$ cat src/rtl/shift_access_arbiter.sv
// Round-robin arbiter that lets two requesters share one serial shift register.
// It clears the register, feeds the selected bits serially, then returns the parallel result.
module shift_access_arbiter #(
  parameter int WIDTH = 4,
  parameter int LW    = $clog2(WIDTH) + 1
) (
  input  logic             clk,
  input  logic             rstn,
  input  logic             req0_valid,
  output logic             req0_ready,
  input  logic             req0_dir,
  input  logic [LW-1:0]    req0_len,
  input  logic [WIDTH-1:0] req0_data,
  input  logic             req1_valid,
  output logic             req1_ready,
  input  logic             req1_dir,
  input  logic [LW-1:0]    req1_len,
  input  logic [WIDTH-1:0] req1_data,
  output logic             sh_in,
  output logic             sh_sel,
  output logic             sh_rstn,
  input  logic [WIDTH-1:0] sh_q,
  output logic             busy,
  output logic             done_valid,
  output logic             done_id,
  output logic [WIDTH-1:0] done_data
);

  typedef enum logic [1:0] {IDLE, CLR, SHIFT, DONE} state_t;

  state_t           state;
  logic             last_grant;
  logic             dir_r;
  logic             id_r;
  logic [LW-1:0]    len_r;
  logic [LW-1:0]    bitcnt;
  logic [WIDTH-1:0] data_r;

  logic             grant0;
  logic             grant1;
  logic             any_valid;
  logic [LW-1:0]    sh_idx;
  logic [WIDTH-1:0] shifted;

  function automatic logic [LW-1:0] clamp_len(input logic [LW-1:0] len);
    if (len > LW'(WIDTH)) begin
      return LW'(WIDTH);
    end else begin
      return len;
    end
  endfunction

  // Round-robin choice: on a tie the requester not granted last time wins.
  always_comb begin
    any_valid = req0_valid | req1_valid;
    grant0    = req0_valid & (~req1_valid | last_grant);
    grant1    = req1_valid & (~req0_valid | ~last_grant);
  end

  // Control FSM plus latched command fields.
  always_ff @(posedge clk) begin
    if (!rstn) begin
      state      <= IDLE;
      last_grant <= 1'b1;
      dir_r      <= 1'b0;
      id_r       <= 1'b0;
      len_r      <= {LW{1'b0}};
      bitcnt     <= {LW{1'b0}};
      data_r     <= {WIDTH{1'b0}};
    end else begin
      case (state)
        IDLE: begin
          if (any_valid) begin
            id_r       <= grant1;
            last_grant <= grant1;
            dir_r      <= grant1 ? req1_dir : req0_dir;
            len_r      <= clamp_len(grant1 ? req1_len : req0_len);
            data_r     <= grant1 ? req1_data : req0_data;
            bitcnt     <= {LW{1'b0}};
            state      <= CLR;
          end else begin
            state <= IDLE;
          end
        end
        CLR: begin
          state <= (len_r == {LW{1'b0}}) ? DONE : SHIFT;
        end
        SHIFT: begin
          bitcnt <= bitcnt + LW'(1);
          if (bitcnt == len_r - LW'(1)) begin
            state <= DONE;
          end else begin
            state <= SHIFT;
          end
        end
        DONE: begin
          state <= IDLE;
        end
        default: begin
          state <= IDLE;
        end
      endcase
    end
  end

  // Output decode; everything is forced to its reset value while rstn is low.
  always_comb begin
    sh_idx     = dir_r ? bitcnt : (len_r - LW'(1) - bitcnt);
    shifted    = data_r >> sh_idx;
    req0_ready = rstn & (state == IDLE) & grant0;
    req1_ready = rstn & (state == IDLE) & grant1;
    busy       = rstn & (state != IDLE);
    sh_rstn    = ~(rstn & (state == CLR));
    sh_sel     = rstn & (state == SHIFT) & dir_r;
    sh_in      = rstn & (state == SHIFT) & shifted[0];
    done_valid = rstn & (state == DONE);
    if (done_valid) begin
      done_id   = id_r;
      done_data = sh_q;
    end else begin
      done_id   = 1'b0;
      done_data = {WIDTH{1'b0}};
    end
  end

endmodule

$ cat config.mk
export PLATFORM = sky130hd
export DESIGN_NAME = shift_access_arbiter
export DESIGN_NICKNAME = d
export VERILOG_FILES = /design/src/rtl/shift_access_arbiter.sv
export SDC_FILE = /design/constraint.sdc
export NUM_CORES = 1
export LEC_CHECK = 0
export CAP_MARGIN = 20
export CORE_MARGIN = 5
export CORE_UTILIZATION = 41
export DETAILED_ROUTE_END_ITERATION = 10
export HOLD_SLACK_MARGIN = 0.02
export PLACE_DENSITY = 0.76
export SYNTH_ARGS = -nofsm -noshare
export SYNTH_HDL_FRONTEND = slang
export SYNTH_SLANG_ARGS = --single-unit
$ cat constraint.sdc
create_clock -name clk -period 2.4 [get_ports clk]
set_input_delay 0.72 -clock clk [delete_from_list [all_inputs] [get_ports clk]]
set_output_delay 0.72 -clock clk [all_outputs]
set_load 0.005 [all_outputs]
==> flow_metrics.tcl, run 1 <==
set metrics [dict create \
    first_pass_iters 4 \
    avgRoutedWirePerCell_um 14.3 \
    track_usage_pct 17.5 \
    timing.rr.end "bitcnt[2]" \
    worstSetupPathType "flop to output pin" \
    synth_area_mm2 0.00108 \
    worstSetupEndpointType "output pin" \
    leakagePower_nw 0.804 \
    min_to "id_r" \
    die_y_um 61.4 \
    syn_area_per_cell_um2 8.75 \
    clk_transition_reported_paths_ps 100 \
    status "finished, violations left" \
    clk_latency_ps 290 \
    drt_wl_total_um 2990 \
    synth_warnings 0 \
    worstPathMaxFanout 3 \
    setup_ws_ps -563 \
    io_buffers 35 \
    muxShareOfSynthArea_pct 9.92 \
    synth_nets 158 \
    overflow 0 \
    max_slew.worst_pin.slew_ps 419 \
    cts_buffers 3 \
    rsz0062_at_grt "true" \
    synth-simple-area-share_pct 20.6 \
    slowest_delay_ps 520 \
    skew_ps 4.79 \
    p_sw_share_pct 35.1 \
    crit_family "adder cells" \
    powerDensity_mw_per_mm2 546 \
    area_growth_pct 51.6 \
    multi_input_comb_area_um2 724 \
    ant_nets 0 \
    critPathLaunchType "flop" \
    clockBufferDepth 2 \
    cp.arrival_ps 2240 \
    via_count 1072 \
    fmax_ghz 0.338 \
    ys_types 39 \
    root_buffer "clkbuf_4" \
    drive_gt1_share_pct 24.0 \
    synthAdderAreaFrac_pct 12.2 \
    diodes 0 \
    hold_viol_final 0 \
    seqPwrFrac_pct 35.6 \
    core_mm2 0.00250 \
    hp-class "flop to flop" \
    io_pins 36 \
    synth_xor_xnor_area_share_pct 2.42 \
    antenna_found_initial 0 \
    p_switching_mw 0.315 \
    p_total_mw 0.897 \
    worst_path_most_repeated_cell "inv_2" \
    cap_violations 0 \
    p_int_mw 0.582 \
    cp_slowest_cell "fa_1" \
    grt_pass1_wl_um 4910 \
    vdd_ir_drop_max_uv 431 \
    grt_max_degree 13 \
    dieArea_mm2 0.00377 \
    die_w_um 61.4 \
    cts.sinks 15 \
    cp.required_ps 1680 \
    maxSlewViolCount 0 \
    setup_viol 1 \
    reg2reg_from "state[1]" \
    ys_ff_latch 15 \
    seq_area_frac_synth_pct 27.7 \
    via_per_inst 5.13 \
    clock_power_share_pct 16.6 \
    fillers 221 \
    worstHoldStart "id_r" \
    tritoncts "yes" \
    hold_depth 2 \
    gp_congestion 0.790 \
    drt_iter0_drc 58 \
    ff2ff_path_depth 7 \
    comb_power_share_pct 47.8 \
    initial_core_util_pct 43.4 \
    synth_top_family_by_area "simple AND/OR/NAND/NOR gates" \
    critPathBufInv 3 \
    crit_chain "inv_2 -> ha_4 -> inv_2 -> fa_1 -> a21boi_2 -> o221ai_2 -> a2111oi_2 -> buf_2" \
    finalCriticalPeriod_ps 2960 \
    nNetsFinal 214 \
    fin_crit_sh_pct 123 \
    drc 0 \
    dp_hpwl_um 2420 \
    grt_pass1_vias 1080 \
    violations "setup timing" \
    ff2ff_setup_slack_ps 640 \
    slew_headroom_pct 72.1 \
    synth-compound-area-share_pct 19.6 \
    dpl_worst_slack_ps -640 \
    htree_levels 1 \
    seqCellArea_um2 303 \
    floorplan.rows 18 \
    synthCells 124 \
]
layout make-up:
| cell class | count | share of cell area [%] |
|---|---|---|
| clock buffer | 3 | 1.37 |
| sequential | 15 | 18.4 |
| clock inverter | 1 | 0.304 |
| inverter | 11 | 2.51 |
| tap | 30 | 2.28 |
| multi-input combinational | 91 | 44.1 |
| timing repair buffer | 58 | 31.1 |
cells by family (layout without fill, tap and decap cells):
family,count (synthesis),in the layout
compound gates,26,26
mux,10,10
buf+inv,18,73
fa+ha+maj,10,10
xor+xnor,3,3
flops,15,15
simple gates,42,42
per-stage QoR:
step	std cells	setup TNS [ps]	utilization (%)	hold slack (ps)	cell area, µm²
final	209	-563	65.8	546	1640
after global routing	209	-718	65.8	585	1640
after CTS	209	-576	65.7	551	1640
after detailed placement	203	-4930	64.5	524	1610
after global placement	203	-4840	64.5	499	1610
after floorplan	124	-52.2	-	480	1110
cell usage in the layout (no fill, tap or decap), drive strengths merged, types with 2 or more instances in the layout:
| cell | count |
|---|---|
| dlygate4sd2 | 12 |
| o22ai | 3 |
| mux2i | 7 |
| clkdlybuf4s50 | 20 |
| clkbuf | 3 |
| nor2 | 3 |
| inv | 11 |
| ha | 9 |
| dfxtp | 15 |
| o21a | 3 |
| a21oi | 2 |
| a21boi | 2 |
| and2 | 5 |
| and3 | 10 |
| o21ai | 5 |
| buf | 24 |
| xor2 | 2 |
| mux2 | 3 |
| o211a | 4 |
| nand2 | 14 |
| nor2b | 5 |
state kept, by name, indices dropped and copies added (netlist names):
| register | count |
|---|---|
| bitcnt | 3 |
| data_r | 4 |
| dir_r | 1 |
| id_r | 1 |
| last_grant | 1 |
| len_r | 3 |
| state | 2 |
worst register-to-register path: cells and delay by family, from the launching register on:
kind,cells,cell delay (ps)
muxes,1,140
AOI/OAI and AO/OA,1,70
DFF,1,340
and+or+nand+nor,2,500
adders and majority gates,1,310
buffers and inverters,2,290
timing repair:
item | CTS | global route
setup buffers | 2 | 0
pin swaps | 2 | 0
gates resized for setup | 22 | 1
endpoints found under the setup margin | 12 | 2
hold buffers | 0 | 0
Yosys cell counts, drive strengths merged:
cell | count | share of area (%)
dfxtp | 15 | 28
nor2 | 3 | 1.0
or3b | 1 | 0.81
nand3 | 1 | 0.46
xnor2 | 1 | 0.81
mux2 | 3 | 3.5
clkbuf | 3 | 1.0
o21ai | 5 | 2.3
o211a | 4 | 3.7
a32oi | 1 | 1.5
and3 | 10 | 5.8
fa | 1 | 1.8
o31a | 1 | 0.81
buf | 4 | 2.7
inv | 11 | 3.8
a2111oi | 1 | 1.4
nand4 | 1 | 0.58
o21a | 3 | 2.1
and2 | 5 | 2.9
nand2b | 1 | 0.58
o211ai | 1 | 0.69
xor2 | 2 | 1.6
ha | 9 | 10
a21boi | 2 | 1.7
nor2b | 5 | 2.9
a211oi | 1 | 0.69
o22ai | 3 | 1.7
o221ai | 1 | 1.4
and4 | 1 | 0.81
nand2 | 14 | 4.8
a22oi | 1 | 0.69
mux2i | 7 | 6.5
a21oi | 2 | 0.92
how the worst max path moves through the flow:
stage              from  endpoint  slack, ps  cells after the start
6_report       len_r[0]     sh_in       -560                      8
5_1_grt        len_r[0]     sh_in       -720                      8
4_1_cts        len_r[0]     sh_in       -580                      8
3_5_place_dp   len_r[1]     sh_in       -640                      8
3_3_place_gp   len_r[1]     sh_in       -590                      8
2_1_floorplan  len_r[0]     sh_in        -50                      7
per-layer routing:
metal / track usage [%] / part of all wire (%)
met2: 30.4 / 52
met3: 5.87 / 4.6
met5: 0 / 0
met1: 20.6 / 42
met4: 4.85 / 1.4
power by group through the flow:
| stage | Combinational, mW | Sequential (mW) | Clock [mW] |
|---|---|---|---|
| after floorplan | 0.270 | 0.311 | 0 |
| after global placement | 0.414 | 0.323 | 0 |
| after detailed placement | 0.431 | 0.324 | 0 |
| after CTS | 0.429 | 0.320 | 0.154 |
| after global routing | 0.475 | 0.324 | 0.168 |
| final | 0.429 | 0.319 | 0.149 |
(Power assumes the default switching activity.)
==> inputs of run 2 (changes only) <==
- PLACE_DENSITY: 0.76 -> not set
- PLACE_DENSITY_LB_ADDON: not set -> 0.12
==> flow_metrics.tcl, run 2 (synthesis gave the netlist of run 1 again) <==
set metrics [dict create \
    critPathLaunchType "flop" \
    setup_ws_ps -598 \
    dp_hpwl_um 2300 \
    die_y_um 61.4 \
    clk_latency_ps 290 \
    skew_ps 3.56 \
    max_slew.worst_pin.slew_ps 397 \
    violations "setup timing" \
    via_count 1021 \
    via_per_inst 4.91 \
    clk_transition_reported_paths_ps 90 \
    die_w_um 61.4 \
    ant_nets 0 \
    root_buffer "clkbuf_4" \
    reg.largest.list "data_r x4, bitcnt x3, len_r x3" \
    dpl_worst_slack_ps -672 \
    drc 0 \
    drt_wl_total_um 2790 \
    fin_util_pct 65.8 \
    cap_violations 0 \
    htree_levels 1 \
    finalCriticalPeriod_ps 3000 \
    drive_gt1_share_pct 24.2 \
    status "finished, violations left" \
    io_pins 36 \
    grt_max_degree 13 \
    crit_chain "inv_2 -> ha_4 -> inv_2 -> fa_1 -> a21boi_2 -> o221ai_2 -> a2111oi_2 -> buf_2" \
    dp_cells 203 \
    core_mm2 0.00250 \
    antenna_found_initial 0 \
    grt_pass1_vias 1049 \
    dieArea_mm2 0.00377 \
    grt_pass1_wl_um 4810 \
    p_total_mw 0.891 \
    overflow 0 \
    slew_headroom_pct 73.6 \
    cp_slowest_cell "fa_1" \
    nNetsFinal 213 \
    powerDensity_mw_per_mm2 542 \
    fin_crit_sh_pct 125 \
    gp_congestion 0.827 \
    clockBufferDepth 2 \
    setup_viol 1 \
    initial_core_util_pct 43.4 \
    worstSetupPathType "flop to output pin" \
    drt_iter0_drc 46 \
    slowest_delay_ps 510 \
    final_cells 208 \
    avgRoutedWirePerCell_um 13.4 \
    worstPathMaxFanout 3 \
    layout_common_cells "clkdlybuf4s50_1, buf_4, nand2_1, dfxtp_1, dlygate4sd2_1" \
    top_register "data_r" \
    hp-class "flop to flop" \
    first_pass_iters 5 \
    fmax_ghz 0.334 \
    maxSlewViolCount 0 \
    rsz0062_at_grt "true" \
    cp.required_ps 1680 \
    worstSetupEndpointType "output pin" \
    diodes 0 \
    cts.sinks 15 \
    floorplan.rows 18 \
    area_growth_pct 51.7 \
    leakagePower_nw 0.805 \
    cts_buffers 3 \
    tritoncts "yes" \
    io_buffers 35 \
    worst_path_most_repeated_cell "inv_2" \
    hold_viol_final 0 \
    largest_reg_flops 4 \
    track_usage_pct 17.2 \
    vdd_ir_drop_max_uv 408 \
    cp.arrival_ps 2280 \
]
[run 2: cell types whose count changed in the layout (fill, tap and decap cells not counted)]
| cell | delta |
|---|---|
| dlymetal6s2s_1 | +1 |
| dlygate4sd2_1 | -1 |
| buf_4 | -2 |
| buf_6 | +1 |
| dfxtp_1 | -1 |
| dfxtp_2 | +1 |
[run 2: final timing paths]
| check | startpoint | endpoint | slack [ps] | cells after the start |
|---|---|---|---|---|
| worst min-delay path | id_r | id_r | 530 | 2 |
| worst max-delay path | len_r[0] | sh_in | -600 | 8 |
| worst min register to register | id_r | id_r | 530 | 2 |
| worst max register to register | state[0] | bitcnt[1] | 760 | 7 |
[run 2: power by group]
group,switching (mW),total (mW),internal [mW]
Clock,0.0873,0.149,0.0620
Sequential,0.0327,0.320,0.287
Combinational,0.193,0.422,0.229
[run 2: through the flow]
| stage | cell area, µm² | setup TNS [ps] | hold WS, ps |
|---|---|---|---|
| 5_1_grt | 1650 | -719 | 563 |
| 3_5_place_dp | 1610 | -4860 | 504 |
| 3_3_place_gp | 1610 | -4530 | 513 |
| 4_1_cts | 1640 | -620 | 534 |
| 2_1_floorplan | 1110 | -52.2 | 480 |
| 6_report | 1650 | -598 | 526 |
[run 2: timing repair]
item,CTS,global route
cloned,0,0
hold buffers,0,0
pin swaps,0,0
endpoints found under the setup margin,12,3
buffers inserted,1,0
gates resized for setup,21,4
[run 2: layout make-up]
type / instances / area, µm²
clock inverter: 1 / 5.00
timing repair buffer: 57 / 510
inverter: 11 / 41.3
multi-input combinational: 91 / 724
sequential: 15 / 304
fill: 216 / 855
clock buffer: 3 / 22.5
tap: 30 / 37.5
[run 2: layer usage]
layer	vias up	routed length (µm)	track usage, %
li1	542	-	-
met1	454	1280	21.3
met2	23	1380	28.7
met3	2	114	5.66
met4	0	12	4.85
met5	-	0	0
[run 2: critical path, delay by kind of cell, from the launching register on]
family          cells  cell delay (ps)
compound gates      3              620
fa+ha+maj           2              770
buf+inv             3              250
flops               1              350
